===== config.mk =====
export PLATFORM = sky130hd
export DESIGN_NAME = prog_axil_loader
export DESIGN_NICKNAME = d
export VERILOG_FILES = /design/src/rtl/prog_pkg.sv /design/src/rtl/axil_wr_capture.sv /design/src/rtl/prog_axil_loader.sv
export SDC_FILE = /design/constraint.sdc
export NUM_CORES = 1
export LEC_CHECK = 0
export CORE_ASPECT_RATIO = 1.25
export CORE_MARGIN = 5
export CORE_UTILIZATION = 50
export CTS_CLUSTER_SIZE = 28
export DETAILED_ROUTE_END_ITERATION = 10
export PLACE_DENSITY = 0.8
export SYNTH_ARGS = -nofsm -noshare
export SYNTH_HDL_FRONTEND = slang
export SYNTH_SLANG_ARGS = --single-unit

===== constraint.sdc =====
create_clock -name clk -period 2.2 [get_ports clk]
set_input_delay 0.22 -clock clk [delete_from_list [all_inputs] [get_ports clk]]
set_output_delay 0.22 -clock clk [all_outputs]
set_load 0.02 [all_outputs]

===== src/rtl/prog_pkg.sv =====
// Shared constants and types for the programming loader: register offsets,
// CTRL bit positions, AXI response codes and the session state encoding.
package prog_pkg;

  localparam int unsigned REG_CTRL       = 32'h00;
  localparam int unsigned REG_INS_DATA   = 32'h04;
  localparam int unsigned REG_DATA_ADDR  = 32'h08;
  localparam int unsigned REG_DATA_WDATA = 32'h0C;
  localparam int unsigned REG_STATUS     = 32'h10;

  localparam int CTRL_START_BIT = 0;
  localparam int CTRL_DONE_BIT  = 1;

  localparam logic [1:0] RESP_OKAY   = 2'b00;
  localparam logic [1:0] RESP_SLVERR = 2'b10;

  typedef enum logic [1:0] {S_IDLE, S_HOLD, S_PROG} prog_state_t;

endpackage


===== src/rtl/axil_wr_capture.sv =====
// AXI4-Lite write handshake: captures AW and W independently, raises a
// one-cycle decode pulse once both are held, then returns the response the
// owner supplied during that pulse. Only one write is outstanding at a time.
module axil_wr_capture #(
  parameter int ADDR_W = 5
) (
  input  logic              clk,
  input  logic              rst,
  input  logic [ADDR_W-1:0] s_awaddr,
  input  logic              s_awvalid,
  output logic              s_awready,
  input  logic [31:0]       s_wdata,
  input  logic [3:0]        s_wstrb,
  input  logic              s_wvalid,
  output logic              s_wready,
  output logic [1:0]        s_bresp,
  output logic              s_bvalid,
  input  logic              s_bready,
  input  logic [1:0]        dec_resp,
  output logic              dec_valid,
  output logic [ADDR_W-1:0] cap_addr,
  output logic [31:0]       cap_data,
  output logic [3:0]        cap_strb
);

  logic live_reg;
  logic aw_flag_reg;
  logic w_flag_reg;

  // Readies stay low until the first cycle after reset is released.
  assign s_awready = live_reg & ~aw_flag_reg & ~s_bvalid;
  assign s_wready  = live_reg & ~w_flag_reg & ~s_bvalid;
  assign dec_valid = aw_flag_reg & w_flag_reg & ~s_bvalid;

  // Capture flags, captured beats and the B channel.
  always_ff @(posedge clk) begin
    if (rst) begin
      live_reg    <= 1'b0;
      aw_flag_reg <= 1'b0;
      w_flag_reg  <= 1'b0;
      s_bvalid    <= 1'b0;
      s_bresp     <= 2'b00;
      cap_addr    <= '0;
      cap_data    <= '0;
      cap_strb    <= '0;
    end else begin
      live_reg <= 1'b1;
      if (s_awvalid && s_awready) begin
        aw_flag_reg <= 1'b1;
        cap_addr    <= s_awaddr;
      end
      if (s_wvalid && s_wready) begin
        w_flag_reg <= 1'b1;
        cap_data   <= s_wdata;
        cap_strb   <= s_wstrb;
      end
      if (dec_valid) begin
        s_bvalid <= 1'b1;
        s_bresp  <= dec_resp;
      end else if (s_bvalid && s_bready) begin
        s_bvalid    <= 1'b0;
        aw_flag_reg <= 1'b0;
        w_flag_reg  <= 1'b0;
      end
    end
  end

endmodule


===== src/rtl/prog_axil_loader.sv =====
// Host-facing loader: holds the CPU in reset, then streams instruction and
// data words out as single-cycle write strobes under AXI4-Lite control.
module prog_axil_loader
  import prog_pkg::*;
#(
  parameter int ADDR_W       = 5,
  parameter int IMEM_DEPTH   = 1024,
  parameter int RST_HOLD_CYC = 16
) (
  input  logic              clk,
  input  logic              rst,
  input  logic [ADDR_W-1:0] s_awaddr,
  input  logic              s_awvalid,
  output logic              s_awready,
  input  logic [31:0]       s_wdata,
  input  logic [3:0]        s_wstrb,
  input  logic              s_wvalid,
  output logic              s_wready,
  output logic [1:0]        s_bresp,
  output logic              s_bvalid,
  input  logic              s_bready,
  input  logic [ADDR_W-1:0] s_araddr,
  input  logic              s_arvalid,
  output logic              s_arready,
  output logic [31:0]       s_rdata,
  output logic [1:0]        s_rresp,
  output logic              s_rvalid,
  input  logic              s_rready,
  output logic [31:0]       ins_wdata,
  output logic [31:0]       ins_addr,
  output logic              ins_we,
  output logic [31:0]       data_wdata,
  output logic [31:0]       data_addr,
  output logic              data_we,
  output logic              cpu_rst,
  output logic              programing
);

  localparam int CNT_W  = $clog2(IMEM_DEPTH + 1);
  localparam int HOLD_W = (RST_HOLD_CYC > 1) ? $clog2(RST_HOLD_CYC) : 1;
  localparam logic [CNT_W-1:0]  INS_LIMIT = CNT_W'(IMEM_DEPTH);
  localparam logic [HOLD_W-1:0] HOLD_LOAD = HOLD_W'(RST_HOLD_CYC - 1);
  localparam logic [ADDR_W-1:0] A_CTRL   = ADDR_W'(REG_CTRL);
  localparam logic [ADDR_W-1:0] A_INS    = ADDR_W'(REG_INS_DATA);
  localparam logic [ADDR_W-1:0] A_DADDR  = ADDR_W'(REG_DATA_ADDR);
  localparam logic [ADDR_W-1:0] A_DWDATA = ADDR_W'(REG_DATA_WDATA);
  localparam logic [ADDR_W-1:0] A_STATUS = ADDR_W'(REG_STATUS);

  prog_state_t       state_reg, state_next;
  logic [HOLD_W-1:0] hold_cnt_reg, hold_cnt_next;
  logic [CNT_W-1:0]  ins_count_reg;
  logic [31:0]       data_addr_reg;
  logic [29:0]       ins_idx;
  logic [1:0]        state_bits;

  logic              wr_dec_valid;
  logic [ADDR_W-1:0] wr_addr;
  logic [31:0]       wr_data;
  logic [3:0]        wr_strb;
  logic [1:0]        wr_resp;
  logic              full_strb;
  logic              ins_fire, data_fire, daddr_load;

  logic              rd_live_reg;
  logic [31:0]       rd_data;
  logic [1:0]        rd_resp;

  axil_wr_capture #(.ADDR_W(ADDR_W)) u_wr (
    .clk       (clk),
    .rst       (rst),
    .s_awaddr  (s_awaddr),
    .s_awvalid (s_awvalid),
    .s_awready (s_awready),
    .s_wdata   (s_wdata),
    .s_wstrb   (s_wstrb),
    .s_wvalid  (s_wvalid),
    .s_wready  (s_wready),
    .s_bresp   (s_bresp),
    .s_bvalid  (s_bvalid),
    .s_bready  (s_bready),
    .dec_resp  (wr_resp),
    .dec_valid (wr_dec_valid),
    .cap_addr  (wr_addr),
    .cap_data  (wr_data),
    .cap_strb  (wr_strb)
  );

  assign full_strb  = (wr_strb == 4'hF);
  assign ins_idx    = 30'(ins_count_reg);
  assign state_bits = state_reg;
  assign cpu_rst    = (state_reg != S_IDLE);
  assign programing = (state_reg == S_PROG);

  // Session FSM, hold countdown and write decode (response + side-effect selects).
  always_comb begin
    state_next    = state_reg;
    hold_cnt_next = hold_cnt_reg;
    wr_resp       = RESP_SLVERR;
    ins_fire      = 1'b0;
    data_fire     = 1'b0;
    daddr_load    = 1'b0;
    if (state_reg == S_HOLD) begin
      if (hold_cnt_reg == '0) state_next = S_PROG;
      else hold_cnt_next = hold_cnt_reg - HOLD_W'(1);
    end
    if (wr_dec_valid) begin
      case (wr_addr)
        A_CTRL: begin
          wr_resp = RESP_OKAY;
          if (wr_data[CTRL_START_BIT] && state_reg == S_IDLE) begin
            state_next    = S_HOLD;
            hold_cnt_next = HOLD_LOAD;
          end else if (wr_data[CTRL_DONE_BIT] && state_reg == S_PROG) begin
            state_next = S_IDLE;
          end
        end
        A_INS: begin
          if (state_reg == S_PROG && full_strb && ins_count_reg < INS_LIMIT) begin
            wr_resp  = RESP_OKAY;
            ins_fire = 1'b1;
          end
        end
        A_DADDR: begin
          if (full_strb) begin
            wr_resp    = RESP_OKAY;
            daddr_load = 1'b1;
          end
        end
        A_DWDATA: begin
          if (state_reg == S_PROG && full_strb) begin
            wr_resp   = RESP_OKAY;
            data_fire = 1'b1;
          end
        end
        default: ;
      endcase
    end
  end

  // FSM state and hold counter registers.
  always_ff @(posedge clk) begin
    if (rst) begin
      state_reg    <= S_IDLE;
      hold_cnt_reg <= '0;
    end else begin
      state_reg    <= state_next;
      hold_cnt_reg <= hold_cnt_next;
    end
  end

  // Write strobes, counters and the DATA_ADDR pointer; strobes land with bvalid.
  always_ff @(posedge clk) begin
    if (rst) begin
      ins_we        <= 1'b0;
      ins_addr      <= '0;
      ins_wdata     <= '0;
      data_we       <= 1'b0;
      data_addr     <= '0;
      data_wdata    <= '0;
      ins_count_reg <= '0;
      data_addr_reg <= '0;
    end else begin
      ins_we  <= ins_fire;
      data_we <= data_fire;
      if (ins_fire) begin
        ins_addr  <= {ins_idx, 2'b00};
        ins_wdata <= wr_data;
      end
      // The count moves on as the pulse ends, so ins_addr reflects the old value.
      if (ins_we) ins_count_reg <= ins_count_reg + CNT_W'(1);
      if (state_reg == S_HOLD && state_next == S_PROG) ins_count_reg <= '0;
      if (data_fire) begin
        data_addr     <= data_addr_reg;
        data_wdata    <= wr_data;
        data_addr_reg <= data_addr_reg + 32'd4;
      end else if (daddr_load) begin
        data_addr_reg <= wr_data;
      end
    end
  end

  assign s_arready = rd_live_reg & ~s_rvalid;

  // Read mux over the current (pre-write) register state.
  always_comb begin
    rd_data = '0;
    rd_resp = RESP_OKAY;
    case (s_araddr)
      A_CTRL:   rd_data = {30'b0, programing, cpu_rst};
      A_INS:    rd_data = '0;
      A_DADDR:  rd_data = data_addr_reg;
      A_DWDATA: rd_data = '0;
      A_STATUS: rd_data = {state_bits, 20'b0, ins_idx[9:0]};
      default:  rd_resp = RESP_SLVERR;
    endcase
  end

  // R channel: capture on accept, hold until the host takes it.
  always_ff @(posedge clk) begin
    if (rst) begin
      rd_live_reg <= 1'b0;
      s_rvalid    <= 1'b0;
      s_rdata     <= '0;
      s_rresp     <= 2'b00;
    end else begin
      rd_live_reg <= 1'b1;
      if (s_arvalid && s_arready) begin
        s_rvalid <= 1'b1;
        s_rdata  <= rd_data;
        s_rresp  <= rd_resp;
      end else if (s_rvalid && s_rready) begin
        s_rvalid <= 1'b0;
      end
    end
  end

endmodule

After elaboration in Yosys (flattened, before gate mapping)
Index checks and enable logic that the tools add are counted.

storage, ports and cells
  register bits after elaboration = 240
  input port bits = 53
  output and inout port bits = 173
  word-level logic and storage cells = 106

operators by class
  add/subtract/negate cells = 3
  $lt $le $gt $ge = 1
  eq/ne operators = 11
  muxes and demuxes = 39
  bitwise gates (word level) = 11
  reduce and logical (&&, ||, !) cells = 20

operator list
  operator                                                            count
  32-bit one-hot mux with 3 select lines                              1
  32-bit two-way mux                                                  2
  32-bit by 3-bit adder with 32-bit output, second input constant     1
  5-bit by 4-bit == test with 1-bit output, second input constant     4
  1-bit two-way mux                                                   20
  2-bit two-way mux                                                   10
  4-bit two-way mux                                                   5
  11-bit by 1-bit adder with 11-bit output, second input constant     1
  11-bit less-than comparator, second input constant                  1
  5-bit by 3-bit == test with 1-bit output, second input constant     2
  1-bit logical AND                                                   10
  5-bit zero test                                                     2
  2-bit one-hot mux with 4 select lines                               1
  2-bit nonzero test                                                  4
  1-bit AND                                                           7
  5-bit == test, second input constant                                1
  5-bit OR reduction                                                  1
  2-bit == test, second input constant                                2
  4-bit == test, second input constant                                1
  4-bit zero test                                                     1
  1-bit NOT                                                           4
  4-bit by 1-bit subtractor with 4-bit output, second input constant  1
  2-bit by 1-bit == test with 1-bit output, second input constant     1
  2-bit zero test                                                     1
  2-bit OR reduction                                                  1

Depth between registers and ports, before layout
Gate-level depths: netlist of the first run.

  depth in word-level cells = 10
  mapped depth = 8
  gate-level depth less buffers = 7

Hierarchy
A second synthesis of the first run with hierarchy kept.

second synthesis, totals
  cells, all modules = 1207
  area total of the unflattened synthesis = 9985.8 um^2

by module, submodules not included
  module            instances  cells each  area each (um^2)  seq. area each (um^2)
  prog_axil_loader  1          1004        7875.1            3863.7
  axil_wr_capture   1          203         2110.8            940.9

Worst setup path before layout of the first run
Ideal clock, no wire load.

  path type = reg2reg
  start = register u_wr.s_bvalid
  end = register u_wr.cap_data[25]
  setup time = 0.070 ns
  arrival = 1.817 ns
  data required time = 2.130 ns
  path slack = 0.313 ns
  stages on the path, launching flop included = 8
  path buffers = 2
  clock period less this slack = 1.887 ns
  cell sequence = dfxtp_1 -> nand2b_1 -> nor2_1 -> and2_1 -> clkbuf_1 -> buf_1 -> nand2_1 -> a21oi_1

on the way
  longest elaborated chain between the ends = 3

RTL lines
  item                      RTL line                RTL
  start: declaration        axil_wr_capture.sv:17   output logic s_bvalid,
  start signal: assignment  axil_wr_capture.sv:41   s_bvalid <= 1'b0;
  start signal: assignment  axil_wr_capture.sv:58   s_bvalid <= 1'b1;
  start signal: assignment  axil_wr_capture.sv:61   s_bvalid <= 1'b0;
  1-bit NOT                 axil_wr_capture.sv:32   assign s_wready = live_reg & ~w_flag_reg & ~s_bvalid;
  1-bit AND                 axil_wr_capture.sv:32
  via s_wready              prog_axil_loader.sv:18  output logic s_wready,
  1-bit logical AND         axil_wr_capture.sv:52   if (s_wvalid && s_wready) begin
  end signal: assignment    axil_wr_capture.sv:54   cap_data <= s_wdata;
  end: declaration          axil_wr_capture.sv:22   output logic [31:0] cap_data,

The timed path passes the listed nets, and every way through them passes these cells.
A chain may end at the register's enable or synchronous reset.

Final worst setup path of the first run
  start = register state_reg[0] (netlist: state_bits[0])
  end = output port programing

on the way
  longest elaborated chain between the ends = 1

RTL lines
  item                      RTL line                 RTL
  start: declaration        prog_axil_loader.sv:49   prog_state_t state_reg, state_next;
  start signal: assignment  prog_axil_loader.sv:146  state_reg <= state_next;
  2-bit == test             prog_axil_loader.sv:92   assign programing = (state_reg == S_PROG);
  end: declaration          prog_axil_loader.sv:36   output logic programing

Every way passes these cells.

==> impl_metrics.tcl, run 1 <==
set metrics [dict create \
    outcome "finished clean" \
    crit_buf_inv 3 \
    post_cts_buffers 0 \
    root_buffer "clkbuf_16" \
    overflow 0 \
    routed_wl_um 28970 \
    slew_violations 0 \
    worst_pin_slew_ns 0.5234 \
    maxSlewHeadroom_pct 64.85 \
    cp-start-kind "flop" \
    fmax_ghz 0.4716 \
    multiInputGateArea_um2 4285 \
    period_needed_ns 2.120 \
    cts_tree "built" \
    hold_viol 0 \
    irDropWorstVdd_uv 691.3 \
    synth_edf_count 0 \
    num_vias 9148 \
    postCtsHoldBufs 0 \
    min_path_type "in2reg" \
    pre_cts_slack_ns 0.2076 \
    period_share_pct 96.38 \
    post_drt_wl_per_cell_um 17.88 \
    gp_congestion 0.9306 \
    synth_top_area_share_pct 50.04 \
    syn_avg_cell_area_um2 7.948 \
    cp_max_fo 8 \
    async_flop_share_pct 0 \
    pwr_density_cell_nw_per_um2 701.9 \
    synth_cell_type_count 53 \
    setup_viol 0 \
    die_width_um 133.4 \
    die_height_um 164.3 \
    cts_buffer_depth 3 \
    path_class "reg2out" \
    rows 56 \
    ctsResizeCount 0 \
    fillCellCount 1604 \
    start_util_pct 50.71 \
    firstDrtPassIters 6 \
    arrival_ns 1.90 \
    antennaDiodeCount 0 \
    numCtsBuffers 23 \
    drive_gt1_share_pct 5.908 \
    antenna_found_initial 0 \
    regArea_um2 4765 \
    ant_nets 0 \
    hpwl_um 20170 \
    finalNetCount 1429 \
    drc 0 \
    largest_register_ffs 64 \
    final_util_pct 66.36 \
    fin_ws_ns 0.07971 \
    rsz0062_at_grt "no" \
    grt_pass1_vias 8933 \
    synth_ff_type "dfxtp_1" \
    synth_seq_cells 238 \
    area_growth_syn_to_layout_pct 30.87 \
    ys_top_cells_by_area "dfxtp_1 50%, nand2_1 14%, a21oi_1 9.7%" \
    core-area_um2 18780 \
    die_area_um2 21920 \
    synth_cells 1198 \
    cpMaxStageDelayCell "clkdlybuf4s50_1" \
    synth_top_area_cell "dfxtp_1" \
    viasPerCell 5.647 \
    clock_latency_ns 0.50 \
    p_leak_uw 0.004231 \
    cap_violations 0 \
    cp_slowest_stage_delay_ns 0.62 \
    clk_pin_slew_worst_paths_ns 0.06 \
    ys_seq_area_share_pct 50.04 \
    worstPathRequired_ns 1.98 \
    skew_ns 0.01128 \
    clock-sinks 238 \
    first_iter_violations 736 \
    crit_family "buffers and inverters" \
    fin_setup_tns_ns 0 \
    end_kind "output pin" \
    grtUsageTotal_pct 25.43 \
    yosysWarnings 0 \
    grt_max_degree 97 \
    cp_cell_sequence "buf_4 > nand2b_1 > inv_1 > clkdlybuf4s50_1" \
    netlist_area_um2 9522 \
    numPortBuffers 202 \
    grt_pass1_wl_um 45860 \
    htreeDepth 1 \
    boundaryPins 226 \
]
[layer usage]
layer  vias up  global-route usage, %  part of all wire, %
li1       4378                      -                    -
met1      4299                  31.57                   41
met2       390                  43.51                   48
met3        81                  5.025                  7.5
met4         0                  10.29                  3.7
met5         -                      0                    0
[synth_stat cells, types with 3 or more instances]
cell,n
buf_2,18
xor2_1,10
nand2_1,353
nor3_1,16
nor4_1,3
nand4_1,17
a221oi_1,12
inv_1,12
nand2b_1,7
a21oi_1,185
buf_1,5
xnor2_1,5
or3_1,14
and2_1,6
nor2_1,52
o21ai_1,7
and4_1,9
o211ai_1,10
a22oi_1,8
dfxtp_1,238
o21ai_0,7
buf_4,23
and3b_1,3
a31oi_1,23
or4_1,7
clkbuf_1,63
ha_1,3
nand4b_1,3
and3_1,7
mux2i_1,7
nand3_1,35
[path summary, 6_finish.rpt]
| check | startpoint | endpoint | slack (ns) | cells past startpoint |
|---|---|---|---|---|
| max reg2reg | data_addr_reg[5] | data_addr_reg[24] | 0.16 | 5 |
| max | state_bits[0] | programing | 0.08 | 4 |
| min | rst | s_rresp[1] | 0.11 | 2 |
| min reg2reg | ins_addr[6] | ins_addr[6] | 0.45 | 2 |
[placed cells by master (no fill, tap or decap), drive strengths merged, types with 6 or more instances in the layout]
master and count:
a21oi 185, a221oi 12, a22oi 8, a31oi 23, and2 6, and3 7
and4 9, buf 36, clkbuf 33, clkdlybuf4s50 201, conb 23, dfxtp 238
inv 13, mux2i 7, nand2 355, nand2b 7, nand3 36, nand4 18
nor2 52, nor3 16, o211ai 10, o21ai 14, or3 14, or4 7
xor2 10
[stage by stage]
stage | hold slack (ns) | instance area (um2) | cells | total power [uW]
global placement | 0.4383 | 11730 | 1580 | 4983
detailed placement | 0.4433 | 11730 | 1580 | 4991
global route | 0.1475 | 12460 | 1620 | 8997
CTS | 0.1005 | 12460 | 1620 | 8785
floorplan | 0.3560 | 9604 | 1220 | 4789
finish | 0.1144 | 12460 | 1620 | 8746
[cell type report]
cell class,instances,share of cell area [%]
repair buffers,237,18.85
clock buffers,33,5.322
well taps,232,2.330
multi-input cells,861,34.39
clock inverters,7,0.5121
inverters,12,0.3615
flip-flops and latches,238,38.24
[worst register-to-register path, delay by kind of cell (launching register included)]
family	cells	cell delay, ns
AOI/OAI and AO/OA	1	0.17
DFF	1	0.47
and+or+nand+nor	4	1.32
[cells by family after synthesis]
group                      Yosys count  synth area share [%]
AOI/OAI and AO/OA                  265                 15.61
other                                1               0.03938
and+or+nand+nor                    547                 25.77
adders and majority gates            3                0.3943
buffers and inverters              121                 5.913
muxes                                8                0.8542
xor gates and xnor gates            15                 1.380
DFF                                238                 50.04
[where the power goes]
| part | internal, uW | switching (uW) |
|---|---|---|
| Combinational | 192 | 280 |
| Sequential | 4370 | 64.5 |
| Clock | 2210 | 1630 |
No activity file was read; power rests on OpenSTA's default activity.
==> run 2: changes to the inputs <==
--- a/config.mk
+++ b/config.mk
@@ -5,6 +5,7 @@
 export SDC_FILE = /design/constraint.sdc
 export NUM_CORES = 1
 export LEC_CHECK = 0
+export CAP_MARGIN = 10
 export CORE_ASPECT_RATIO = 1.25
 export CORE_MARGIN = 5
 export CORE_UTILIZATION = 50
@@ -14,3 +15,4 @@
 export SYNTH_ARGS = -nofsm -noshare
 export SYNTH_HDL_FRONTEND = slang
 export SYNTH_SLANG_ARGS = --single-unit
+export TNS_END_PERCENT = 50
==> constraint.sdc (replaced) <==
create_clock -name clk -period 2.3 [get_ports clk]
set_input_delay 0.23 -clock clk [delete_from_list [all_inputs] [get_ports clk]]
set_output_delay 0.23 -clock clk [all_outputs]
set_load 0.02 [all_outputs]
==> impl_metrics.tcl, run 2 (synthesized netlist as in run 1, its figures left out) <==
set metrics [dict create \
    die_width_um 133.4 \
    num_vias 9026 \
    fmax_ghz 0.4702 \
    rr_endpoint "data_addr_reg[23]" \
    htreeDepth 1 \
    reg2reg_depth 5 \
    core-area_um2 18780 \
    totalPowerFinal_uw 8182 \
    numPortBuffers 202 \
    worstPathRequired_ns 2.07 \
    hpwl_um 19920 \
    root_buffer "clkbuf_16" \
    final_common_cell "nand2_1" \
    overflow 0 \
    ant_nets 0 \
    boundaryPins 226 \
    worst_pin_slew_ns 1.039 \
    viasPerCell 5.606 \
    firstDrtPassIters 5 \
    path_class "reg2out" \
    cpMaxStageDelayCell "clkdlybuf4s50_1" \
    period_needed_ns 2.127 \
    skew_ns 0.01328 \
    end_kind "output pin" \
    routed_wl_um 28170 \
    grtUsageTotal_pct 24.68 \
    first_iter_violations 711 \
    pwr_density_cell_nw_per_um2 663.2 \
    setup_viol 0 \
    rows 56 \
    antennaDiodeCount 0 \
    rsz0062_at_grt "no" \
    slew_violations 0 \
    die_area_um2 21920 \
    arrival_ns 1.90 \
    area_growth_syn_to_layout_pct 29.57 \
    cp_cell_sequence "buf_4 > nand2b_1 > inv_1 > clkdlybuf4s50_1" \
    ctsResizeCount 0 \
    cp_slowest_stage_delay_ns 0.63 \
    clock-sinks 238 \
    start_util_pct 50.71 \
    post_dp_cell_area_um2 11660 \
    grt_max_degree 88 \
    largest_register_ffs 64 \
    cp_max_fo 8 \
    p_leak_uw 0.004160 \
    finalNetCount 1423 \
    cts_tree "built" \
    cts_buffer_depth 3 \
    grt_pass1_wl_um 44660 \
    reg2reg_slack_ns 0.17 \
    clock_latency_ns 0.50 \
    maxSlewHeadroom_pct 30.46 \
    final_util_pct 65.70 \
    numCtsBuffers 23 \
    die_height_um 164.3 \
    hold_viol 0 \
    holdPathEnd "s_rresp[1]" \
    fin_setup_tns_ns 0 \
    min-delay-start "rst" \
    whs_path_depth 2 \
    gp_congestion 0.9248 \
    antenna_found_initial 0 \
    drc 0 \
    period_share_pct 92.47 \
    min_path_type "in2reg" \
    outcome "finished clean" \
    final_cell_mix "353 x nand2_1, 238 x dfxtp_1, 201 x clkdlybuf4s50_1" \
    cp-start-kind "flop" \
    stdcell_area_um2 12340 \
    reg2reg_from "u_wr.cap_addr[2]" \
    irDropWorstVdd_uv 571.6 \
    grt_pass1_vias 8637 \
    clk_pin_slew_worst_paths_ns 0.06 \
    postCtsHoldBufs 0 \
    post_cts_buffers 0 \
    drive_gt1_share_pct 5.007 \
    cap_violations 0 \
    fin_ws_ns 0.1731 \
    post_drt_wl_per_cell_um 17.50 \
    pre_cts_slack_ns 0.2462 \
]
-- run 2: cell count changes in the layout (fill, tap and decap cells not counted) --
| cell | delta |
|---|---|
| buf_12 | -2 |
| buf_4 | -4 |
| clkbuf_1 | +3 |
| clkbuf_8 | -3 |
| clkinv_2 | -3 |
| inv_6 | -1 |
-- run 2: area by class of cell --
type	count	area (um2)
clock buffers	33	633.1
clock inverters	3	40.04
fillers	1587	6441
inverters	12	45.04
multi-input cells	861	4285
flip-flops and latches	238	4765
well taps	232	290.3
repair buffers	231	2278
-- run 2: worst max-delay path by stage --
stage | from | endpoint | slack (ns) | cells after the start
finish | state_bits[0] | programing | 0.17 | 4
global route | u_wr.cap_strb[2] | data_addr_reg[23] | 0.03 | 5
CTS | state_bits[0] | programing | 0.17 | 4
detailed placement | data_addr_reg[5] | data_addr_reg[24] | 0.25 | 5
global placement | data_addr_reg[5] | data_addr_reg[24] | 0.28 | 5
floorplan | u_wr.s_bvalid | u_wr.cap_data[25] | 0.41 | 7
-- run 2: where the power goes --
part           internal (uW)  switching, uW  total [uW]
sequential              4180           60.4        4240
combinational            181            261         442
clock                   2000           1500        3500
-- run 2: per-stage QoR --
stage                     cells  hold slack [ns]
after floorplan            1220           0.3660
after global placement     1574           0.4371
after detailed placement   1574           0.4427
after CTS                  1610          0.03632
after global routing       1610          0.04904
final                      1610          0.04801
-- run 2: routing by layer --
layer,wire length [um],global-route usage [%]
met3,2167,4.596
met1,11650,31.52
met4,775,7.764
met5,0,0
met2,13580,42.49
-- run 2: critical path, delay by kind of cell (launching register included) --
kind / cells / cell delay, ns
buffers and inverters: 3 / 0.89
AND/OR/NAND/NOR: 1 / 0.19
flip-flops: 1 / 0.31
==> run 3: changes to the inputs <==
--- a/config.mk
+++ b/config.mk
@@ -8,10 +8,11 @@
 export CAP_MARGIN = 10
 export CORE_ASPECT_RATIO = 1.25
 export CORE_MARGIN = 5
-export CORE_UTILIZATION = 50
+export CORE_UTILIZATION = 45
+export CTS_BUF_LIST = sky130_fd_sc_hd__clkbuf_4 sky130_fd_sc_hd__clkbuf_8
 export CTS_CLUSTER_SIZE = 28
 export DETAILED_ROUTE_END_ITERATION = 10
-export PLACE_DENSITY = 0.8
+export PLACE_DENSITY = 0.73
 export SYNTH_ARGS = -nofsm -noshare
 export SYNTH_HDL_FRONTEND = slang
 export SYNTH_SLANG_ARGS = --single-unit
==> impl_metrics.tcl, run 3 (synthesized netlist as in run 1, its figures left out) <==
set metrics [dict create \
    reg2reg_depth 5 \
    core-area_um2 20820 \
    cts_buffer_depth 3 \
    rsz0062_at_grt "no" \
    clock-sinks 238 \
    cp_cell_sequence "nand2b_1 > inv_1 > clkdlybuf4s50_1" \
    start_util_pct 45.74 \
    viasPerCell 5.440 \
    pwr_density_cell_nw_per_um2 676.2 \
    outcome "finished clean" \
    reg2reg_slack_ns 0.31 \
    cpMaxStageDelayCell "clkdlybuf4s50_1" \
    numCtsBuffers 38 \
    num_vias 9161 \
    post_cts_buffers 0 \
    endpoint "programing" \
    combPwrFrac_pct 5.3 \
    arrival_ns 1.87 \
    cts_tree "built" \
    intPower_uw 6508 \
    path_class "reg2out" \
    cp_slowest_stage_delay_ns 0.62 \
    antennaDiodeCount 0 \
    hpwl_um 20420 \
    grt_max_degree 55 \
    crit_buf_inv 2 \
    slew_violations 0 \
    grt_pass1_vias 8702 \
    antenna_found_initial 0 \
    p_sw_uw 1967 \
    crit_family "buffers and inverters" \
    setup_viol 0 \
    period_share_pct 91.22 \
    skew_ns 0.02655 \
    grt_pass1_wl_um 46420 \
    ctsResizeCount 0 \
    final_common_cell "nand2_1" \
    period_needed_ns 2.098 \
    rr_endpoint "data_addr_reg[19]" \
    post_drt_wl_per_cell_um 17.35 \
    first_iter_violations 735 \
    area_growth_syn_to_layout_pct 31.62 \
    min_path_type "in2reg" \
    boundaryPins 226 \
    totalPowerFinal_uw 8474 \
    final_util_pct 60.20 \
    htreeDepth 2 \
    grtUsageTotal_pct 23.15 \
    switching_share_pct 23.21 \
    clk_pin_slew_worst_paths_ns 0.06 \
    clock_latency_ns 0.55 \
    whs_path_depth 2 \
    maxSlewHeadroom_pct 62.43 \
    postCtsHoldBufs 0 \
    rows 59 \
    drc 0 \
    cap_violations 0 \
    hold_viol 0 \
    clock_power_share_pct 44.6 \
    numPortBuffers 202 \
    p_leak_uw 0.004262 \
    power_frac_seq_pct 50.1 \
    end_kind "output pin" \
    firstDrtPassIters 5 \
    setup.worst_path.start "state_bits[1]" \
    finalNetCount 1441 \
    reg2reg_from "data_addr_reg[5]" \
    fin_setup_tns_ns 0 \
    die_area_um2 24190 \
    gp_congestion 0.9023 \
    worstPathRequired_ns 2.07 \
    fin_ws_ns 0.2020 \
    routed_wl_um 29220 \
    root_buffer "clkbuf_8" \
    worst_pin_slew_ns 0.5636 \
    cp_max_fo 8 \
    pre_cts_slack_ns 0.3300 \
    die_height_um 172.6 \
    final_cell_mix "353 x nand2_1, 238 x dfxtp_1, 201 x clkdlybuf4s50_1" \
    cp.depth 3 \
    fmax_ghz 0.4766 \
    irDropWorstVdd_uv 419.8 \
    ant_nets 0 \
    largest_register_ffs 64 \
    overflow 0 \
    cp-start-kind "flop" \
    die_width_um 140.1 \
    drive_gt1_share_pct 7.730 \
]
[run 3: cell types whose count changed in the layout (fill, tap and decap cells not counted)]
cell / previous run / this run
inv_6: 0 / 1
clkinvlp_4: 0 / 2
clkbuf_4: 0 / 16
buf_4: 26 / 29
clkbuf_8: 2 / 45
clkinv_2: 2 / 0
clkbuf_1: 8 / 0
clkbuf_16: 23 / 0
[run 3: worst min path at each step]
| stage | slack (ns) | end | start |
|---|---|---|---|
| after global routing | 0.05 | u_wr.cap_data[27] | rst |
| after CTS | 0.03 | u_wr.cap_data[0] | rst |
| after global placement | 0.44 | ins_wdata[28] | ins_wdata[28] |
| after detailed placement | 0.44 | ins_wdata[16] | ins_wdata[16] |
| after floorplan | 0.37 | u_wr.cap_strb[0] | s_wstrb[0] |
| final | 0.05 | s_rdata[20] | rst |
[run 3: through the flow]
stage / instances / hold WS [ns] / instance area (um2)
after detailed placement: 1619 / 0.4439 / 11740
after global placement: 1619 / 0.4374 / 11740
after floorplan: 1220 / 0.3660 / 9604
final: 1684 / 0.05173 / 12530
after global routing: 1684 / 0.04708 / 12530
after CTS: 1684 / 0.02929 / 12530
[run 3: area by class of cell]
type / instances / area (um2)
clock buffer: 61 / 739.5
clock inverter: 4 / 53.80
fill: 1916 / 8285
inverter: 12 / 45.04
multi-input combinational: 861 / 4285
sequential: 238 / 4765
tap: 274 / 342.8
timing repair buffer: 234 / 2301
[run 3: power by group through the flow]
stage | Combinational (uW) | Clock [uW] | Sequential [uW]
after floorplan | 258 | 0 | 4320
after global placement | 447 | 0 | 4330
after detailed placement | 450 | 0 | 4330
after CTS | 451 | 3840 | 4240
after global routing | 488 | 4050 | 4240
final | 453 | 3780 | 4240
[run 3: metal layers]
layer | share of wire, % | global-route usage [%] | vias up
met5 | 0 | 0 | -
met4 | 2.5 | 7.754 | 0
met3 | 7.8 | 5.000 | 49
met2 | 48 | 38.42 | 379
met1 | 42 | 29.95 | 4325
li1 | - | - | 4408
